File: config.mk
export PLATFORM = sky130hd
export DESIGN_NAME = ctrl_pipe_decode_flat
export DESIGN_NICKNAME = d
export VERILOG_FILES = /design/src/rtl/ctrl_pipe_decode_if.sv /design/src/rtl/ctrl_pipe_decode.sv /design/src/flat_wrapper.sv
export SDC_FILE = /design/constraint.sdc
export NUM_CORES = 1
export LEC_CHECK = 0
export CORE_UTILIZATION = 45
export DETAILED_ROUTE_END_ITERATION = 6
export GPL_ROUTABILITY_DRIVEN = 0
export PLACE_DENSITY = 0.92
export SKIP_LAST_GASP = 1
export SYNTH_ARGS = -nofsm -noshare
export SYNTH_HDL_FRONTEND = slang
export SYNTH_SLANG_ARGS = --single-unit
File: constraint.sdc
create_clock -name clk -period 2.4 [get_ports clk]
set_clock_uncertainty 0.1 [all_clocks]
set_input_delay 0.36 -clock clk [delete_from_list [all_inputs] [get_ports clk]]
set_output_delay 0.36 -clock clk [all_outputs]
set_load 0.005 [all_outputs]
File: src/rtl/ctrl_pipe_decode_if.sv
// Handshake and control-bundle bundle between the IF/ID register, the
// pipelined decoder and the execute stage.
interface ctrl_pipe_decode_if;
    logic       in_valid;
    logic       in_ready;
    logic [3:0] opcode;
    logic [2:0] cond;
    logic [2:0] flag_i;
    logic       flag_we_i;
    logic       stall_i;
    logic       flush_i;
    logic       out_valid;
    logic [2:0] alu_op;
    logic       reg_we;
    logic       mem_en;
    logic       alu_src_imm;
    logic       lhb;
    logic       llb;
    logic       br_taken;
    logic       jal;
    logic       jr;
    logic       mem_wr_n;
    logic       exec_redirect;
    logic       exec_slot;
    logic       exec_return;
    logic       illegal;
    logic [2:0] flags_o;

    modport master (
        output in_valid, opcode, cond, flag_i, flag_we_i, stall_i, flush_i,
        input  in_ready, out_valid, alu_op, reg_we, mem_en, alu_src_imm, lhb, llb,
               br_taken, jal, jr, mem_wr_n, exec_redirect, exec_slot, exec_return,
               illegal, flags_o
    );

    modport slave (
        input  in_valid, opcode, cond, flag_i, flag_we_i, stall_i, flush_i,
        output in_ready, out_valid, alu_op, reg_we, mem_en, alu_src_imm, lhb, llb,
               br_taken, jal, jr, mem_wr_n, exec_redirect, exec_slot, exec_return,
               illegal, flags_o
    );
endinterface

File: src/rtl/ctrl_pipe_decode.sv
// Registered control decoder for the 16-bit CPU: one-cycle decode with
// stall/flush, bypassable N/V/Z flag register and a one-shot EXEC sequencer.
module ctrl_pipe_decode #(
    parameter bit FLAG_BYPASS = 1'b1,
    parameter bit EXEC_EN     = 1'b1
) (
    input  logic             clk,
    input  logic             rst_n,
    ctrl_pipe_decode_if.slave bus
);

    localparam logic [0:0] ST_RUN       = 1'b0;
    localparam logic [0:0] ST_EXEC_WAIT = 1'b1;

    typedef struct packed {
        logic [2:0] alu_op;
        logic       reg_we;
        logic       mem_en;
        logic       alu_src_imm;
        logic       lhb;
        logic       llb;
        logic       br_taken;
        logic       jal;
        logic       jr;
        logic       mem_wr_n;
        logic       exec_redirect;
        logic       exec_slot;
        logic       exec_return;
        logic       illegal;
    } bundle_t;

    function automatic bundle_t bundle_default();
        bundle_t b;
        b          = '0;
        b.alu_op   = 3'b000;
        b.mem_wr_n = 1'b1;
        return b;
    endfunction

    // flags are {N,V,Z}
    function automatic logic branch_sel(input logic [2:0] c, input logic [2:0] f);
        logic n;
        logic v;
        logic z;
        logic r;
        n = f[2];
        v = f[1];
        z = f[0];
        case (c)
            3'b000:  r = z;
            3'b001:  r = ~z;
            3'b010:  r = ~z & ~n;
            3'b011:  r = n;
            3'b100:  r = z | (~z & ~n);
            3'b101:  r = z | n;
            3'b110:  r = v;
            3'b111:  r = 1'b1;
            default: r = 1'b0;
        endcase
        return r;
    endfunction

    function automatic bundle_t decode_base(input logic [3:0] op, input logic bs);
        bundle_t b;
        b = bundle_default();
        case (op)
            4'h0, 4'h1, 4'h2, 4'h3: begin
                b.alu_op = op[2:0];
                b.reg_we = 1'b1;
            end
            4'h4, 4'h5, 4'h6, 4'h7: begin
                b.alu_op      = op[2:0];
                b.reg_we      = 1'b1;
                b.alu_src_imm = 1'b1;
            end
            4'h8: begin
                b.reg_we      = 1'b1;
                b.mem_en      = 1'b1;
                b.alu_src_imm = 1'b1;
            end
            4'h9: begin
                b.mem_en      = 1'b1;
                b.mem_wr_n    = 1'b0;
                b.alu_src_imm = 1'b1;
            end
            4'hA: begin
                b.reg_we = 1'b1;
                b.lhb    = 1'b1;
            end
            4'hB: begin
                b.reg_we = 1'b1;
                b.llb    = 1'b1;
            end
            4'hC: b.br_taken = bs;
            4'hD: begin
                b.reg_we = 1'b1;
                b.jal    = 1'b1;
            end
            4'hE: b.jr            = 1'b1;
            4'hF: b.exec_redirect = 1'b1;
            default: b = bundle_default();
        endcase
        return b;
    endfunction

    logic [0:0] state_r;
    logic [0:0] state_nxt_s;
    logic [2:0] flags_r;
    logic [2:0] eff_flags_s;
    logic       accept_s;
    bundle_t    dec_s;
    bundle_t    bundle_r;
    logic       valid_r;

    assign bus.in_ready = rst_n & ~bus.stall_i;
    assign accept_s     = bus.in_valid & bus.in_ready;

    // Branch flag source selection and decode with EXEC sequencing overrides.
    always_comb begin
        eff_flags_s = flags_r;
        state_nxt_s = state_r;
        if (FLAG_BYPASS && bus.flag_we_i) begin
            eff_flags_s = bus.flag_i;
        end else begin
            eff_flags_s = flags_r;
        end
        dec_s = decode_base(bus.opcode, branch_sel(bus.cond, eff_flags_s));
        if (bus.opcode == 4'hF) begin
            if (!EXEC_EN) begin
                dec_s         = bundle_default();
                dec_s.illegal = 1'b1;
                state_nxt_s   = ST_RUN;
            end else if (state_r == ST_EXEC_WAIT) begin
                // nested EXEC: suppress it but still close the sequence
                dec_s             = bundle_default();
                dec_s.illegal     = 1'b1;
                dec_s.exec_return = 1'b1;
                state_nxt_s       = ST_RUN;
            end else begin
                state_nxt_s = ST_EXEC_WAIT;
            end
        end else if (state_r == ST_EXEC_WAIT) begin
            dec_s.exec_slot   = 1'b1;
            dec_s.exec_return = 1'b1;
            state_nxt_s       = ST_RUN;
        end else begin
            state_nxt_s = state_r;
        end
    end

    // Flag register, updated regardless of stall or flush.
    always_ff @(posedge clk) begin
        if (!rst_n) begin
            flags_r <= 3'b000;
        end else if (bus.flag_we_i) begin
            flags_r <= bus.flag_i;
        end
    end

    // Output bundle register and EXEC sequencer state.
    always_ff @(posedge clk) begin
        if (!rst_n) begin
            valid_r  <= 1'b0;
            bundle_r <= bundle_default();
            state_r  <= ST_RUN;
        end else if (bus.flush_i) begin
            valid_r  <= 1'b0;
            bundle_r <= bundle_default();
            state_r  <= ST_RUN;
        end else if (bus.stall_i) begin
            valid_r  <= valid_r;
            bundle_r <= bundle_r;
            state_r  <= state_r;
        end else if (accept_s) begin
            valid_r  <= 1'b1;
            bundle_r <= dec_s;
            state_r  <= state_nxt_s;
        end else begin
            valid_r  <= 1'b0;
            bundle_r <= bundle_default();
            state_r  <= state_r;
        end
    end

    assign bus.out_valid     = valid_r;
    assign bus.alu_op        = bundle_r.alu_op;
    assign bus.reg_we        = bundle_r.reg_we;
    assign bus.mem_en        = bundle_r.mem_en;
    assign bus.alu_src_imm   = bundle_r.alu_src_imm;
    assign bus.lhb           = bundle_r.lhb;
    assign bus.llb           = bundle_r.llb;
    assign bus.br_taken      = bundle_r.br_taken;
    assign bus.jal           = bundle_r.jal;
    assign bus.jr            = bundle_r.jr;
    assign bus.mem_wr_n      = bundle_r.mem_wr_n;
    assign bus.exec_redirect = bundle_r.exec_redirect;
    assign bus.exec_slot     = bundle_r.exec_slot;
    assign bus.exec_return   = bundle_r.exec_return;
    assign bus.illegal       = bundle_r.illegal;
    assign bus.flags_o       = flags_r;

endmodule

File: src/flat_wrapper.sv
// flat-port wrapper written by rule: the top's interface ports become plain ports
module ctrl_pipe_decode_flat 
#(
    parameter bit FLAG_BYPASS = 1'b1,
    parameter bit EXEC_EN     = 1'b1
)
  (clk, rst_n, bus_in_valid, bus_opcode, bus_cond, bus_flag_i, bus_flag_we_i, bus_stall_i, bus_flush_i, bus_in_ready, bus_out_valid, bus_alu_op, bus_reg_we, bus_mem_en, bus_alu_src_imm, bus_lhb, bus_llb, bus_br_taken, bus_jal, bus_jr, bus_mem_wr_n, bus_exec_redirect, bus_exec_slot, bus_exec_return, bus_illegal, bus_flags_o);
  ctrl_pipe_decode_if bus_i ();
  input  logic clk;
  input  logic rst_n;
  input wire logic [$bits(bus_i.in_valid)-1:0] bus_in_valid;
  input wire logic [$bits(bus_i.opcode)-1:0] bus_opcode;
  input wire logic [$bits(bus_i.cond)-1:0] bus_cond;
  input wire logic [$bits(bus_i.flag_i)-1:0] bus_flag_i;
  input wire logic [$bits(bus_i.flag_we_i)-1:0] bus_flag_we_i;
  input wire logic [$bits(bus_i.stall_i)-1:0] bus_stall_i;
  input wire logic [$bits(bus_i.flush_i)-1:0] bus_flush_i;
  output wire logic [$bits(bus_i.in_ready)-1:0] bus_in_ready;
  output wire logic [$bits(bus_i.out_valid)-1:0] bus_out_valid;
  output wire logic [$bits(bus_i.alu_op)-1:0] bus_alu_op;
  output wire logic [$bits(bus_i.reg_we)-1:0] bus_reg_we;
  output wire logic [$bits(bus_i.mem_en)-1:0] bus_mem_en;
  output wire logic [$bits(bus_i.alu_src_imm)-1:0] bus_alu_src_imm;
  output wire logic [$bits(bus_i.lhb)-1:0] bus_lhb;
  output wire logic [$bits(bus_i.llb)-1:0] bus_llb;
  output wire logic [$bits(bus_i.br_taken)-1:0] bus_br_taken;
  output wire logic [$bits(bus_i.jal)-1:0] bus_jal;
  output wire logic [$bits(bus_i.jr)-1:0] bus_jr;
  output wire logic [$bits(bus_i.mem_wr_n)-1:0] bus_mem_wr_n;
  output wire logic [$bits(bus_i.exec_redirect)-1:0] bus_exec_redirect;
  output wire logic [$bits(bus_i.exec_slot)-1:0] bus_exec_slot;
  output wire logic [$bits(bus_i.exec_return)-1:0] bus_exec_return;
  output wire logic [$bits(bus_i.illegal)-1:0] bus_illegal;
  output wire logic [$bits(bus_i.flags_o)-1:0] bus_flags_o;
  assign bus_i.in_valid = bus_in_valid;
  assign bus_i.opcode = bus_opcode;
  assign bus_i.cond = bus_cond;
  assign bus_i.flag_i = bus_flag_i;
  assign bus_i.flag_we_i = bus_flag_we_i;
  assign bus_i.stall_i = bus_stall_i;
  assign bus_i.flush_i = bus_flush_i;
  assign bus_in_ready = bus_i.in_ready;
  assign bus_out_valid = bus_i.out_valid;
  assign bus_alu_op = bus_i.alu_op;
  assign bus_reg_we = bus_i.reg_we;
  assign bus_mem_en = bus_i.mem_en;
  assign bus_alu_src_imm = bus_i.alu_src_imm;
  assign bus_lhb = bus_i.lhb;
  assign bus_llb = bus_i.llb;
  assign bus_br_taken = bus_i.br_taken;
  assign bus_jal = bus_i.jal;
  assign bus_jr = bus_i.jr;
  assign bus_mem_wr_n = bus_i.mem_wr_n;
  assign bus_exec_redirect = bus_i.exec_redirect;
  assign bus_exec_slot = bus_i.exec_slot;
  assign bus_exec_return = bus_i.exec_return;
  assign bus_illegal = bus_i.illegal;
  assign bus_flags_o = bus_i.flags_o;
  ctrl_pipe_decode #(.FLAG_BYPASS(FLAG_BYPASS), .EXEC_EN(EXEC_EN)) u_core (.clk(clk), .rst_n(rst_n), .bus(bus_i));
endmodule
==> impl_metrics.py <==
metrics = {
    "floorplan": {
        "coreArea_um2": 1980,
        "dieArea_um2": 2300,
        "die_h_um": 47.9,
        "start_util": 0.479,
        "die-width_um": 47.9,
        "rows": 16,
        "io_pins": 37,
    },
    "routing": {
        "viasPerCell": 5.40,
        "drtPass1Iterations": 4,
        "ant_nets": 0,
        "postRouteWirelength_um": 2300,
        "drt_iter0_markers": 26,
        "num_vias": 896,
        "drc": 0,
        "wl_per_cell_um": 13.8,
    },
    "setup_path": {
        "cpMostUsedCell": "clkdlybuf4s50_1",
        "max_stage_delay_ns": 0.53,
        "r2r_end": "u_core.bus.br_taken$_SDFFE_PP0N_",
        "r2r_start": "u_core.bus.flags_o[0]$_SDFF_PN0_",
        "required_ns": 1.94,
        "cp_cell_sequence": "clkdlybuf4s50_1 -> nor2b_4 -> clkdlybuf4s50_1",
        "crit_fanout": 5,
        "r2r_cells": 5,
        "end_kind": "primary output",
        "cp-start-kind": "input pin",
        "crit_arrival_ns": 1.58,
        "r2r_slack_ns": 0.96,
        "critical-path-slowest-cell": "clkdlybuf4s50_1",
        "crit_type": "in -> out",
    },
    "grt": {
        "grt_overflow": 0,
        "grt_max_degree": 19,
        "grt_pass1_vias": 745,
        "grt_pass1_wl_um": 3390,
        "antenna_found_initial": 0,
        "grt_usage": 0.214,
    },
    "finish": {
        "num-fill-cells": 157,
        "fin_nets": 156,
        "drive_above_1_share": 0.0935,
        "insertedDiodeCount": 0,
        "area.growth.synth_to_final_pct": 42.2,
        "final_core_util": 0.681,
    },
    "worst_hold_path": {
        "min_from": "u_core.bus.illegal$_SDFFE_PP0N_",
        "min_path_cells": 2,
        "hold_end": "u_core.bus.illegal$_SDFFE_PP0N_",
        "min_path_type": "reg -> reg",
    },
    "logic_synthesis": {
        "async_flop_share": 0,
        "syn_nets": 119,
        "synth-edff-count": 0,
        "yosysUniqueCellTypes": 29,
        "ys_ff_latch": 21,
        "seq_area_frac_synth": 0.443,
        "netlist_instances": 103,
        "ys.flop_type": "dfxtp_1",
        "syn_avg_cell_area_um2": 9.22,
        "yosys_warnings": 0,
        "synth_area_um2": 950,
    },
    "power": {
        "power_density_nw_per_um2": 464,
        "p_leak_uw": 0.000474,
        "ir_drop_v": 0.000384,
    },
    "placed_design": {
        "port-buffer-count": 36,
        "hpwl_um": 1740,
        "place_ws_ns": 0.266,
    },
    "clock_tree": {
        "cts_made_buffers": 3,
        "clkLatencyLatePin_ns": 0.30,
        "root_buffer": "clkbuf_4",
        "cts_tree": "yes",
        "numClockSinks": 21,
        "post_cts_buffers": 0,
        "ctsHoldBuffers": 0,
        "cts_resized": 0,
        "clockBufferDepth": 2,
        "path_clk_slew_ns": 0.11,
        "htreeDepth": 1,
    },
    "sta": {
        "timing.fmax_mhz": 490,
        "final.period_utilization": 0.850,
        "final-hold-violation-count": 0,
        "finalSetupTns_ns": 0,
        "setup_violations": 0,
        "min_period_ns": 2.04,
        "slew_headroom": 0.738,
        "rsz0062_at_grt": "no",
        "setup_slack_ns": 0.359,
        "worstMarginPinSlew_ns": 0.383,
        "drv_slew": 0,
    },
    "status": {
        "status": "complete, no violations",
    },
    "flow_run": {
        "maxCapViolCount": 0,
    },
}
## layer usage
metal / track usage / up-vias / wire length [um]
met5: 0 / - / 0
met4: 0.0667 / 0 / 4
met3: 0.0340 / 2 / 111
met2: 0.351 / 31 / 1180
met1: 0.287 / 425 / 999
li1: - / 438 / -
## worst max-delay path, delay by kind of cell
family	cells	cell delay [ns]
buffers and inverters	2	1.04
AND/OR/NAND/NOR	1	0.18
## where the power goes
part	internal, uW	total [uW]	switching [uW]
combinational	54.5	100	45.7
clock	64.8	170	105
sequential	353	356	3.26
total	472	626	154
## worst max path at each step
stage | startpoint | to | slack (ns) | cells after the start
floorplan | bus_flag_we_i | u_core.bus.br_taken$_SDFFE_PP0N_ | 0.91 | 5
global placement | bus_flag_we_i | u_core.bus.br_taken$_SDFFE_PP0N_ | 0.33 | 5
detailed placement | bus_flag_we_i | u_core.bus.br_taken$_SDFFE_PP0N_ | 0.27 | 5
CTS | rst_n | bus_in_ready | 0.36 | 3
global route | rst_n | bus_in_ready | 0.32 | 3
finish | rst_n | bus_in_ready | 0.36 | 3
## cell usage in the layout (no fill, tap or decap), types with 2 or more instances in the layout
master / n
nand2b_1: 3
nor2_1: 15
clkdlybuf4s50_1: 36
a21oi_1: 7
dfxtp_1: 21
buf_4: 3
inv_1: 3
a32oi_1: 2
clkbuf_4: 3
a22oi_1: 9
nand4b_1: 2
nand2_1: 7
nor2b_1: 5
nand4_1: 3
mux2i_1: 6
## stage by stage
step                total power (uW)  cells  hold WS [ns]  cell area [um^2]
floorplan                        414    103         0.362               950
global placement                 460    162         0.356              1320
detailed placement               463    162         0.362              1320
CTS                              627    166         0.381              1350
global route                     651    166         0.408              1350
finish                           626    166         0.381              1350
## logic make-up after synthesis
kind of cell | Yosys count | synth area share
buffers and inverters | 10 | 0.0566
AOI/OAI and AO/OA | 21 | 0.154
DFF | 21 | 0.443
and+or+nand+nor | 42 | 0.241
xor gates and xnor gates | 2 | 0.0184
muxes | 7 | 0.0870
## state kept, by name (all words and copies together) (netlist names)
name,flops
u_core.bus.alu_op,3
u_core.bus.flags_o,3
u_core.bus.alu_src_imm,1
u_core.bus.br_taken,1
u_core.bus.exec_redirect,1
u_core.bus.exec_return,1
u_core.bus.exec_slot,1
u_core.bus.illegal,1
u_core.bus.jal,1
u_core.bus.jr,1
u_core.bus.lhb,1
u_core.bus.llb,1
u_core.bus.mem_en,1
u_core.bus.mem_wr_n,1
u_core.bus.out_valid,1
u_core.bus.reg_we,1
u_core.state_r,1
## layout make-up
class,count,area (um^2),area share
tap,27,33.8,0.0250
inverter,3,11.3,0.00834
multi-input combinational,72,475,0.352
timing repair buffer,39,383,0.284
sequential,21,420,0.311
clock buffer,4,26.3,0.0195
## cell usage after synthesis (all sizes together), types with 2 or more instances
library cell  instances  area [um^2]
mux2i                 6         60.1
nor2b                 6         45.0
a22oi                 9         67.6
a32oi                 2         17.5
nand2b                3         18.8
nor2                 16         62.6
dfxtp                21          420
inv                   3         11.3
buf                   4         31.3
clkbuf                3         11.3
nand4                 3         18.8
nand4b                2         17.5
nand2                 7         26.3
a21oi                 7         35.0
No activity file was read; power rests on OpenSTA's default activity.
